### src/rtl/btn_pkg.sv
// btn_pkg: shared press-classifier state type and default timing constants
package btn_pkg;
    typedef enum logic [1:0] {IDLE, PRESS, LONG} press_state_t;
    localparam int MS_TICK_100MHZ = 100_000;
    localparam int LONG_MS_DEF    = 500;
    localparam int REPEAT_MS_DEF  = 100;
endpackage

### src/rtl/press_classifier_if.sv
// press_classifier_if: button level in, classification pulses and hold time out
//   db      debounced button level
//   short_p released before the long threshold (one cycle)
//   long_p  long threshold reached (one cycle)
//   rep_p   auto-repeat while held past long (one cycle)
//   held    a press is being tracked
//   hold_ms ms elapsed in the current/last press, saturating
interface press_classifier_if #(parameter int CNT_W = 16);
    logic             db;
    logic             short_p;
    logic             long_p;
    logic             rep_p;
    logic             held;
    logic [CNT_W-1:0] hold_ms;
    modport master (output db, input short_p, long_p, rep_p, held, hold_ms);
    modport slave  (input db, output short_p, long_p, rep_p, held, hold_ms);
endinterface

### src/rtl/tick_gen_clr.sv
// tick_gen_clr: mod-M counter with synchronous clear
//   clk, reset  clock, asynchronous active-high reset
//   clr         restart the count at 0 on the next edge
//   max_tick    high while the count sits at M-1
module tick_gen_clr #(
    parameter int M = 100_000
) (
    input  logic clk,
    input  logic reset,
    input  logic clr,
    output logic max_tick
);
    localparam int W = $clog2(M);
    logic [W-1:0] q;
    assign max_tick = q == W'(M - 1);
    always_ff @(posedge clk or posedge reset) begin
        if (reset)
            q <= '0;
        else
            q <= (clr || max_tick) ? '0 : q + 1'b1;
    end
endmodule

### src/rtl/press_classifier.sv
// press_classifier: classifies button presses as short, long or auto-repeat
//   clk, reset  clock, asynchronous active-high reset
//   bus         press_classifier_if slave: db in; pulses, held, hold_ms out
module press_classifier
    import btn_pkg::*;
#(
    parameter int TICK_M    = MS_TICK_100MHZ,
    parameter int LONG_MS   = LONG_MS_DEF,
    parameter int REPEAT_MS = REPEAT_MS_DEF,
    parameter int CNT_W     = 16
) (
    input logic clk,
    input logic reset,
    press_classifier_if.slave bus
);
    localparam int RW = $clog2(REPEAT_MS + 1);
    press_state_t     state;
    logic             db_prev, rise, fall, tick;
    logic             short_p, long_p, rep_p, held;
    logic [CNT_W-1:0] hold_ms, hold_inc;
    logic [RW-1:0]    rep_cnt;
    assign rise     = bus.db & ~db_prev;
    assign fall     = ~bus.db & db_prev;
    assign hold_inc = &hold_ms ? hold_ms : hold_ms + 1'b1;
    assign bus.short_p = short_p;
    assign bus.long_p  = long_p;
    assign bus.rep_p   = rep_p;
    assign bus.held    = held;
    assign bus.hold_ms = hold_ms;
    // prescaler restarts on every press so the first tick lands TICK_M cycles after the rise
    tick_gen_clr #(.M(TICK_M)) u_tick (
        .clk      (clk),
        .reset    (reset),
        .clr      (rise),
        .max_tick (tick)
    );
    // db_prev resets high so a button held through reset must be released first
    always_ff @(posedge clk or posedge reset) begin
        if (reset) begin
            state   <= IDLE;
            db_prev <= 1'b1;
            hold_ms <= '0;
            rep_cnt <= '0;
            short_p <= 1'b0;
            long_p  <= 1'b0;
            rep_p   <= 1'b0;
            held    <= 1'b0;
        end else begin
            db_prev <= bus.db;
            short_p <= 1'b0;
            long_p  <= 1'b0;
            rep_p   <= 1'b0;
            held    <= state != IDLE;
            case (state)
                IDLE: if (rise) begin
                    state   <= PRESS;
                    hold_ms <= '0;
                end
                PRESS: if (fall) begin
                    short_p <= 1'b1;
                    state   <= IDLE;
                end else if (tick) begin
                    hold_ms <= hold_inc;
                    if (hold_inc == CNT_W'(LONG_MS)) begin
                        long_p  <= 1'b1;
                        rep_cnt <= '0;
                        state   <= LONG;
                    end
                end
                LONG: if (fall) begin
                    state <= IDLE;
                end else if (tick) begin
                    hold_ms <= hold_inc;
                    if (rep_cnt == RW'(REPEAT_MS - 1)) begin
                        rep_p   <= 1'b1;
                        rep_cnt <= '0;
                    end else begin
                        rep_cnt <= rep_cnt + 1'b1;
                    end
                end
                default: state <= IDLE;
            endcase
        end
    end
endmodule

### src/flat_wrapper.sv
// flat-port wrapper written by rule: the top's interface ports become plain ports
module press_classifier_flat import btn_pkg::*;
#(
    parameter int TICK_M    = MS_TICK_100MHZ,
    parameter int LONG_MS   = LONG_MS_DEF,
    parameter int REPEAT_MS = REPEAT_MS_DEF,
    parameter int CNT_W     = 16
)
  (clk, reset, bus_db, bus_short_p, bus_long_p, bus_rep_p, bus_held, bus_hold_ms);
  press_classifier_if #(.CNT_W(CNT_W)) bus_i ();
  input logic clk;
  input logic reset;
  input wire logic [$bits(bus_i.db)-1:0] bus_db;
  output wire logic [$bits(bus_i.short_p)-1:0] bus_short_p;
  output wire logic [$bits(bus_i.long_p)-1:0] bus_long_p;
  output wire logic [$bits(bus_i.rep_p)-1:0] bus_rep_p;
  output wire logic [$bits(bus_i.held)-1:0] bus_held;
  output wire logic [$bits(bus_i.hold_ms)-1:0] bus_hold_ms;
  assign bus_i.db = bus_db;
  assign bus_short_p = bus_i.short_p;
  assign bus_long_p = bus_i.long_p;
  assign bus_rep_p = bus_i.rep_p;
  assign bus_held = bus_i.held;
  assign bus_hold_ms = bus_i.hold_ms;
  press_classifier #(.TICK_M(TICK_M), .LONG_MS(LONG_MS), .REPEAT_MS(REPEAT_MS), .CNT_W(CNT_W)) u_core (.clk(clk), .reset(reset), .bus(bus_i));
endmodule
### config.mk
export PLATFORM = sky130hd
export DESIGN_NAME = press_classifier_flat
export DESIGN_NICKNAME = d
export VERILOG_FILES = /design/src/rtl/btn_pkg.sv /design/src/rtl/press_classifier_if.sv /design/src/rtl/tick_gen_clr.sv /design/src/rtl/press_classifier.sv /design/src/flat_wrapper.sv
export SDC_FILE = /design/constraint.sdc
export NUM_CORES = 1
export LEC_CHECK = 0
export CORE_MARGIN = 2
export CORE_UTILIZATION = 38
export CTS_CLUSTER_SIZE = 8
export DETAILED_ROUTE_END_ITERATION = 12
export HOLD_SLACK_MARGIN = 0.02
export SLEW_MARGIN = 20
export SYNTH_ARGS = -nofsm -noshare
export SYNTH_HDL_FRONTEND = slang
export SYNTH_SLANG_ARGS = --single-unit
### constraint.sdc
create_clock -name clk -period 3.3 [get_ports clk]
set_input_delay 0.66 -clock clk [delete_from_list [all_inputs] [get_ports clk]]
set_output_delay 0.66 -clock clk [all_outputs]
set_load 0.05 [all_outputs]
==> results.toml <==
[worst_setup_path]
end_kind = "flip-flop"
critPathMaxFanout = 11
crit_type = "flip-flop to flip-flop"
critPathMaxStageDelay_ns = 0.59
cp.arrival_ns = 3.23
reg2reg_slack_ns = 0.28
critPathLaunchType = "flip-flop"
path_cells = "ha_1 -> nand4_4 -> or4b_4 -> a211oi_2 -> o211ai_2 -> nor4b_4 -> a31oi_4 -> o41ai_1"
crit_slowest_cell = "or4b_4"
worstPathRequired_ns = 3.50

[power_and_ir_drop]
p_sw_share_pct = 37.5
cell_internal_pwr_w = 0.00105
leakage_nw = 1.37
pwr-share-seq_pct = 40.6
powerDensity_nw_per_um2 = 490
power_frac_clock_pct = 25.8
power.switching_w = 0.000629
p_total_w = 0.00168
comb_power_share_pct = 33.6
ir_drop_v = 0.000256

[drt]
post_drt_wl_per_cell_um = 15.6
drc = 0
drt-initial-drc-count = 127
vias = 2604
first_pass_iters = 4
vias_per_cell = 5.60
routed_wl_um = 7240
ant_nets = 0

[global_route]
overflow = 0
grt_pass1_vias = 2491
grt_pass1_wl_um = 12400
grt_max_degree = 31
grt_util_all_layers_pct = 18.0
antenna_found_initial = 0

[sta]
relSlewSlack_pct = 58.4
drv_slew = 0
finalHoldViolCount = 0
finalCritPeriodShare_pct = 91.7
fin_hold_ws_ns = 0.495
fmax_ghz = 0.331
finalSetupTns_ns = 0
tightest_slew_ns = 0.624
setup_viol = 0
fin_ws_ns = 0.275
rsz0062_at_grt = "no"
finalCriticalPeriod_ns = 3.02
clock_skew_ns = 0.0119

[placement]
hpwl_um = 5060
place_congestion = 0.924
placedCellCount = 457
portBuffers = 22
place_ws_ns = 0.128

[die]
ioPinCount = 23
core_area_um2 = 7610
start_util_pct = 38.6
die_area_um2 = 8440
fp.dieW_um = 91.9
rows = 32
chipHeight_um = 91.9

[logic_synthesis]
yosys_warnings = 0
syn_area_um2 = 2930
synth.net_count = 345
syn_area_per_cell_um2 = 8.73
synth_edf_count = 0
synth.distinct_cells = 55
syn_inst = 336
async_reset_ff_share_pct = 100
synth_seq_area_share_pct = 40.1
synth_seq_cells = 47
ys_dominant_reg_cell = "dfrtp_1"

[final_layout]
drive_above_1_share_pct = 9.64
mostFrequentLayoutCells = "dfrtp_1, nor2_1, nand2_1"
n_fill_cell = 761
final_nets = 371
layout_commonest_cell = "dfrtp_1"
stdcell_count = 465
register_area_um2 = 1180
insertedDiodeCount = 0
multi_input_area_um2 = 1630
syn_to_final_growth_pct = 16.7

[cts]
cts_root_buf = "clkbuf_8"
cts_buffer_depth = 2
insertion_delay_ns = 0.31
numClockSinks = 47
h-tree-depth = 2
cts_tree = "built"
cts_resized = 0
ctsHoldBuffers = 0
cts_setup_buffers = 0
numCtsBuffers = 5
clk_pin_slew_ns = 0.10

[run]
drv_cap = 0

[worst_hold_path]
hold_path.class = "flip-flop to flip-flop"

[run_status]
status = "finished, final reports clean"
## worst paths after layout
kind / to / start / depth (start not counted)
max: u_core.rep_cnt[4]$_DFFE_PP0P_ / u_core.bus.hold_ms[1]$_DFFE_PP0P_ / 8
min: u_core.u_tick.q[0]$_DFF_PP0_ / u_core.u_tick.q[0]$_DFF_PP0_ / 1
max reg2reg: u_core.rep_cnt[4]$_DFFE_PP0P_ / u_core.bus.hold_ms[1]$_DFFE_PP0P_ / 8
min reg2reg: u_core.u_tick.q[0]$_DFF_PP0_ / u_core.u_tick.q[0]$_DFF_PP0_ / 1
max in group asynchronous: u_core.db_prev$_DFF_PP1_ / reset / 3
min in group asynchronous: u_core.bus.hold_ms[4]$_DFFE_PP0P_ / reset / 2
## state kept, by name, indices dropped and copies added, names as in the netlist
register	flops
u_core.u_tick.q	17
u_core.bus.hold_ms	16
u_core.rep_cnt	7
u_core.state	2
u_core.bus.held	1
u_core.bus.long_p	1
u_core.bus.rep_p	1
u_core.bus.short_p	1
u_core.db_prev	1
## cell type report
class                           count  area share [%]
Inverter                           16            1.75
Tap cell                          102            3.73
Clock inverter                      1           0.877
Clock buffer                        7            2.23
Sequential cell                    47            34.4
Multi-Input combinational cell    256            47.5
Timing Repair Buffer               36            9.50
## kinds of logic after synthesis
kind of cell    count (synthesis)  synth area share [%]
flops                          47                  40.1
compound gates                 81                  18.8
xor+xnor                       16                  4.78
fa+ha+maj                       6                  2.56
buf+inv                        33                  4.73
mux                             6                  2.09
simple gates                  147                  26.9
## layer usage
layer / global-route usage [%] / vias up / part of all wire [%]
li1: - / 1285 / -
met1: 25.6 / 1245 / 48
met2: 28.3 / 66 / 46
met3: 3.12 / 8 / 4.2
met4: 4.73 / 0 / 1.1
met5: 0 / - / 0
## through the flow
| step | instance area [um2] | util (%) |
|---|---|---|
| after global placement | 3310 | 43.5 |
| after detailed placement | 3310 | 43.5 |
| after global routing | 3420 | 45.0 |
| final | 3420 | 45.0 |
| after floorplan | 2930 | - |
| after CTS | 3410 | 44.9 |
## synth_stat cells (2+ instances only)
cell	number	area share, %
o2111ai_1	2	0.60
a22o_1	2	0.60
or2_2	2	0.43
buf_2	3	0.51
ha_1	6	2.6
o41ai_1	8	2.4
nand4_1	14	3.0
o31ai_1	5	1.3
nor2_1	37	4.7
nand2_1	29	3.7
a21oi_1	24	4.1
and4_1	2	0.60
dfrtp_1	46	39
or3_1	5	1.1
o21ai_0	19	3.2
and4b_1	2	0.68
and3_1	8	1.7
nor3_1	6	1.0
nor2b_1	2	0.43
inv_1	16	2.0
nand2b_1	5	1.1
nand3_1	17	2.9
mux2i_1	5	1.7
nor4_1	6	1.3
xnor2_1	6	1.8
xor2_1	10	3.0
nor4b_1	2	0.60
o31a_1	6	1.8
a31oi_1	3	0.64
or4_1	2	0.51
clkbuf_1	12	1.5
## power groups by stage
stage | registers, W | logic (W) | clock network [W]
5_1_grt | 0.000688 | 0.000620 | 0.000463
3_3_place_gp | 0.000687 | 0.000560 | 0
4_1_cts | 0.000677 | 0.000569 | 0.000437
2_1_floorplan | 0.000771 | 0.000294 | 0
6_report | 0.000681 | 0.000563 | 0.000432
3_5_place_dp | 0.000688 | 0.000564 | 0
## critical path, delay by kind of cell, from the launching register on
family | cells | cell delay (ns)
simple gates | 3 | 1.17
flops | 1 | 0.44
compound gates | 4 | 1.07
fa+ha+maj | 1 | 0.23
No activity file was read; power rests on OpenSTA's default activity.
==> edit, RTL diff (same settings) <==
`CNT_W` is set to 16 in 3 places; all go to 32.
--- a/src/rtl/press_classifier_if.sv
+++ b/src/rtl/press_classifier_if.sv
@@ -7,3 +7,3 @@
 //   hold_ms ms elapsed in the current/last press, saturating
-interface press_classifier_if #(parameter int CNT_W = 16);
+interface press_classifier_if #(parameter int CNT_W = 32);
     logic             db;
--- a/src/rtl/press_classifier.sv
+++ b/src/rtl/press_classifier.sv
@@ -9,3 +9,3 @@
     parameter int REPEAT_MS = REPEAT_MS_DEF,
-    parameter int CNT_W     = 16
+    parameter int CNT_W     = 32
 ) (
--- a/src/flat_wrapper.sv
+++ b/src/flat_wrapper.sv
@@ -6,3 +6,3 @@
     parameter int REPEAT_MS = REPEAT_MS_DEF,
-    parameter int CNT_W     = 16
+    parameter int CNT_W     = 32
 )
Ports: changed (resized bus_hold_ms); port bits go from 23 to 39. No check against the original RTL was run, so the function may have changed too.
==> edit against the original RTL <==
Synthesized area is 38% higher; worst setup slack worse by 170 ps; power rose by 11%; combinational power fell by 43%; wire length up 51%; non-clock buffer count grew 43; first-iteration DRC count grew 100%; cell area rose by 49%; via count up 44%; sequential power rose by 22%; sequential cell count increased by 16; critical path type unchanged; largest power group unchanged.
==> edit: results (changes against the original RTL) <==
| Metric | Value |
|---|---|
| R2R cell count | `9 (was 8)` |
| RD Place Congestion | `0.858 (was 0.924)` |
| Static Leak | `2.10 nW (was 1.37 nW)` |
| Port buffer count | `38 (was 22)` |
| Post-Syn Nets | `474 (was 345)` |
| R2R Setup Slk | `100 ps (was 280 ps)` |
| Compound-Gate Fraction of Synth Area | `0.203 (was 0.188)` |
| CP max FO | `8 (was 11)` |
| Hold WS | `498 ps (was 495 ps)` |
| Status | `finished clean (unchanged)` |
| Maximum VDD drop | `0.236 mV (was 0.256 mV)` |
| H-tree Lvls | `3 (was 2)` |
| Net count, final | `539 (was 371)` |
| GRT Util Overall | `0.205 (was 0.180)` |
| Drt first-iter violations | `258 (was 127)` |
| Biggest regs | `u_core.bus.hold_ms x32, u_core.u_tick.q x17, u_core.rep_cnt x7 (was u_core.u_tick.q x17, u_core.bus.hold_ms x16, u_core.rep_cnt x7)` |
| Vias per inst | `5.57 (was 5.60)` |
| Vias in the first global route | `3644 (was 2491)` |
| Fraction of layout cells with a size suffix above 1 | `0.194 (was 0.0964)` |
| CTS Buf Count | `9 (was 5)` |
| Synth top cells by count | `dfrtp_1 (62), nor2_1 (55), o21ai_0 (39), nand2_1 (38), a21oi_1 (19) (was dfrtp_1 (46), nor2_1 (37), nand2_1 (29), a21oi_1 (24), o21ai_0 (19))` |
| FF-to-FF End | `u_core.rep_cnt[5] (was u_core.rep_cnt[4])` |
| Synth Area in XOR/XNOR | `0.0628 (was 0.0478)` |
| Yosys cell types | `61 (was 55)` |
| Place WS | `82.4 ps (was 128 ps)` |
| Arrival @ worst endpoint | `3440 ps (was 3230 ps)` |
| Worst Skew | `10.8 ps (was 11.9 ps)` |
| Post-synthesis mux area share | `0.0102 (was 0.0209)` |
| Synth Area in Adders | `0.0185 (was 0.0256)` |
| Hpwl dp | `7710 um (was 5060 um)` |
| Slowest Stage Delay on Critical Path | `680 ps (was 590 ps)` |
| Sequential share of the synthesized area | `0.390 (was 0.401)` |
| Worst-path clk slew | `70 ps (was 100 ps)` |
| Critical R2R Launch | `u_core.bus.hold_ms[9] (was u_core.bus.hold_ms[1])` |
| Worst slew pin tran | `846 ps (was 624 ps)` |
| Synth top area cells | `dfrtp_1 (38%), nor2_1 (5.1%), o21ai_0 (4.8%), xor2_1 (3.9%), nand2_1 (3.5%) (was dfrtp_1 (39%), nor2_1 (4.7%), a21oi_1 (4.1%), nand2_1 (3.7%), o21ai_0 (3.2%))` |
| Skew-Pair Late Insertion Delay | `360 ps (was 310 ps)` |
| Routed WL | `11000 um (was 7240 um)` |
==> edit: where the power goes <==
part           internal (mW)  switching (mW)  total (mW)
sequential             0.805          0.0240       0.829
combinational          0.115           0.207       0.322
clock                  0.371           0.340       0.711
==> edit: worst max path at each step <==
| stage | from | end | slack (ps) | cells past startpoint |
|---|---|---|---|---|
| after floorplan | u_core.bus.hold_ms[3] | u_core.rep_cnt[5] | -100 | 12 |
| after CTS | u_core.bus.hold_ms[0] | u_core.rep_cnt[5] | 70 | 8 |
| after global routing | u_core.bus.hold_ms[0] | u_core.rep_cnt[5] | -30 | 10 |
| final | u_core.bus.hold_ms[9] | u_core.rep_cnt[5] | 100 | 9 |
| after detailed placement | u_core.bus.hold_ms[0] | u_core.rep_cnt[5] | 80 | 8 |
| after global placement | u_core.bus.hold_ms[0] | u_core.rep_cnt[5] | 130 | 8 |
==> edit: cells by family (layout without fill, tap and decap cells) <==
group	after synthesis	after routing
multiplexers	4	4
adder cells (fa/ha/maj)	6	6
AO/OA/AOI/OAI	119	119
flip-flops	63	63
XOR/XNOR	29	29
AND/OR/NAND/NOR	202	202
buffers and inverters	42	112
==> edit: metal layers <==
layer  share of wire  global-route usage
met1            0.48               0.277
met2            0.47               0.320
met3           0.042              0.0505
met4           0.013              0.0696
met5               0                   0
==> edit: stage by stage <==
step | power (mW) | cell area (um^2) | std cells
after floorplan | 1.08 | 4140 | 465
after global placement | 1.16 | 4810 | 646
after detailed placement | 1.17 | 4810 | 646
after CTS | 1.89 | 5020 | 662
after global routing | 1.97 | 5120 | 671
final | 1.86 | 5120 | 671
==> edit: layout make-up <==
type / count / area [um^2]
clock buffers: 10 / 138
clock inverters: 6 / 68.8
inverters: 17 / 63.8
flip-flops and latches: 63 / 1600
repair buffers: 79 / 701
multi-input cells: 360 / 2370
well taps: 136 / 170
fillers: 1002 / 5210
==> edit: repair_timing <==
| item | in CTS | in global routing |
|---|---|---|
| hold buffers | 0 | 0 |
| setup buffers | 0 | 9 |
| endpoints found under the setup margin | 0 | 8 |
| resized for setup | 0 | 4 |
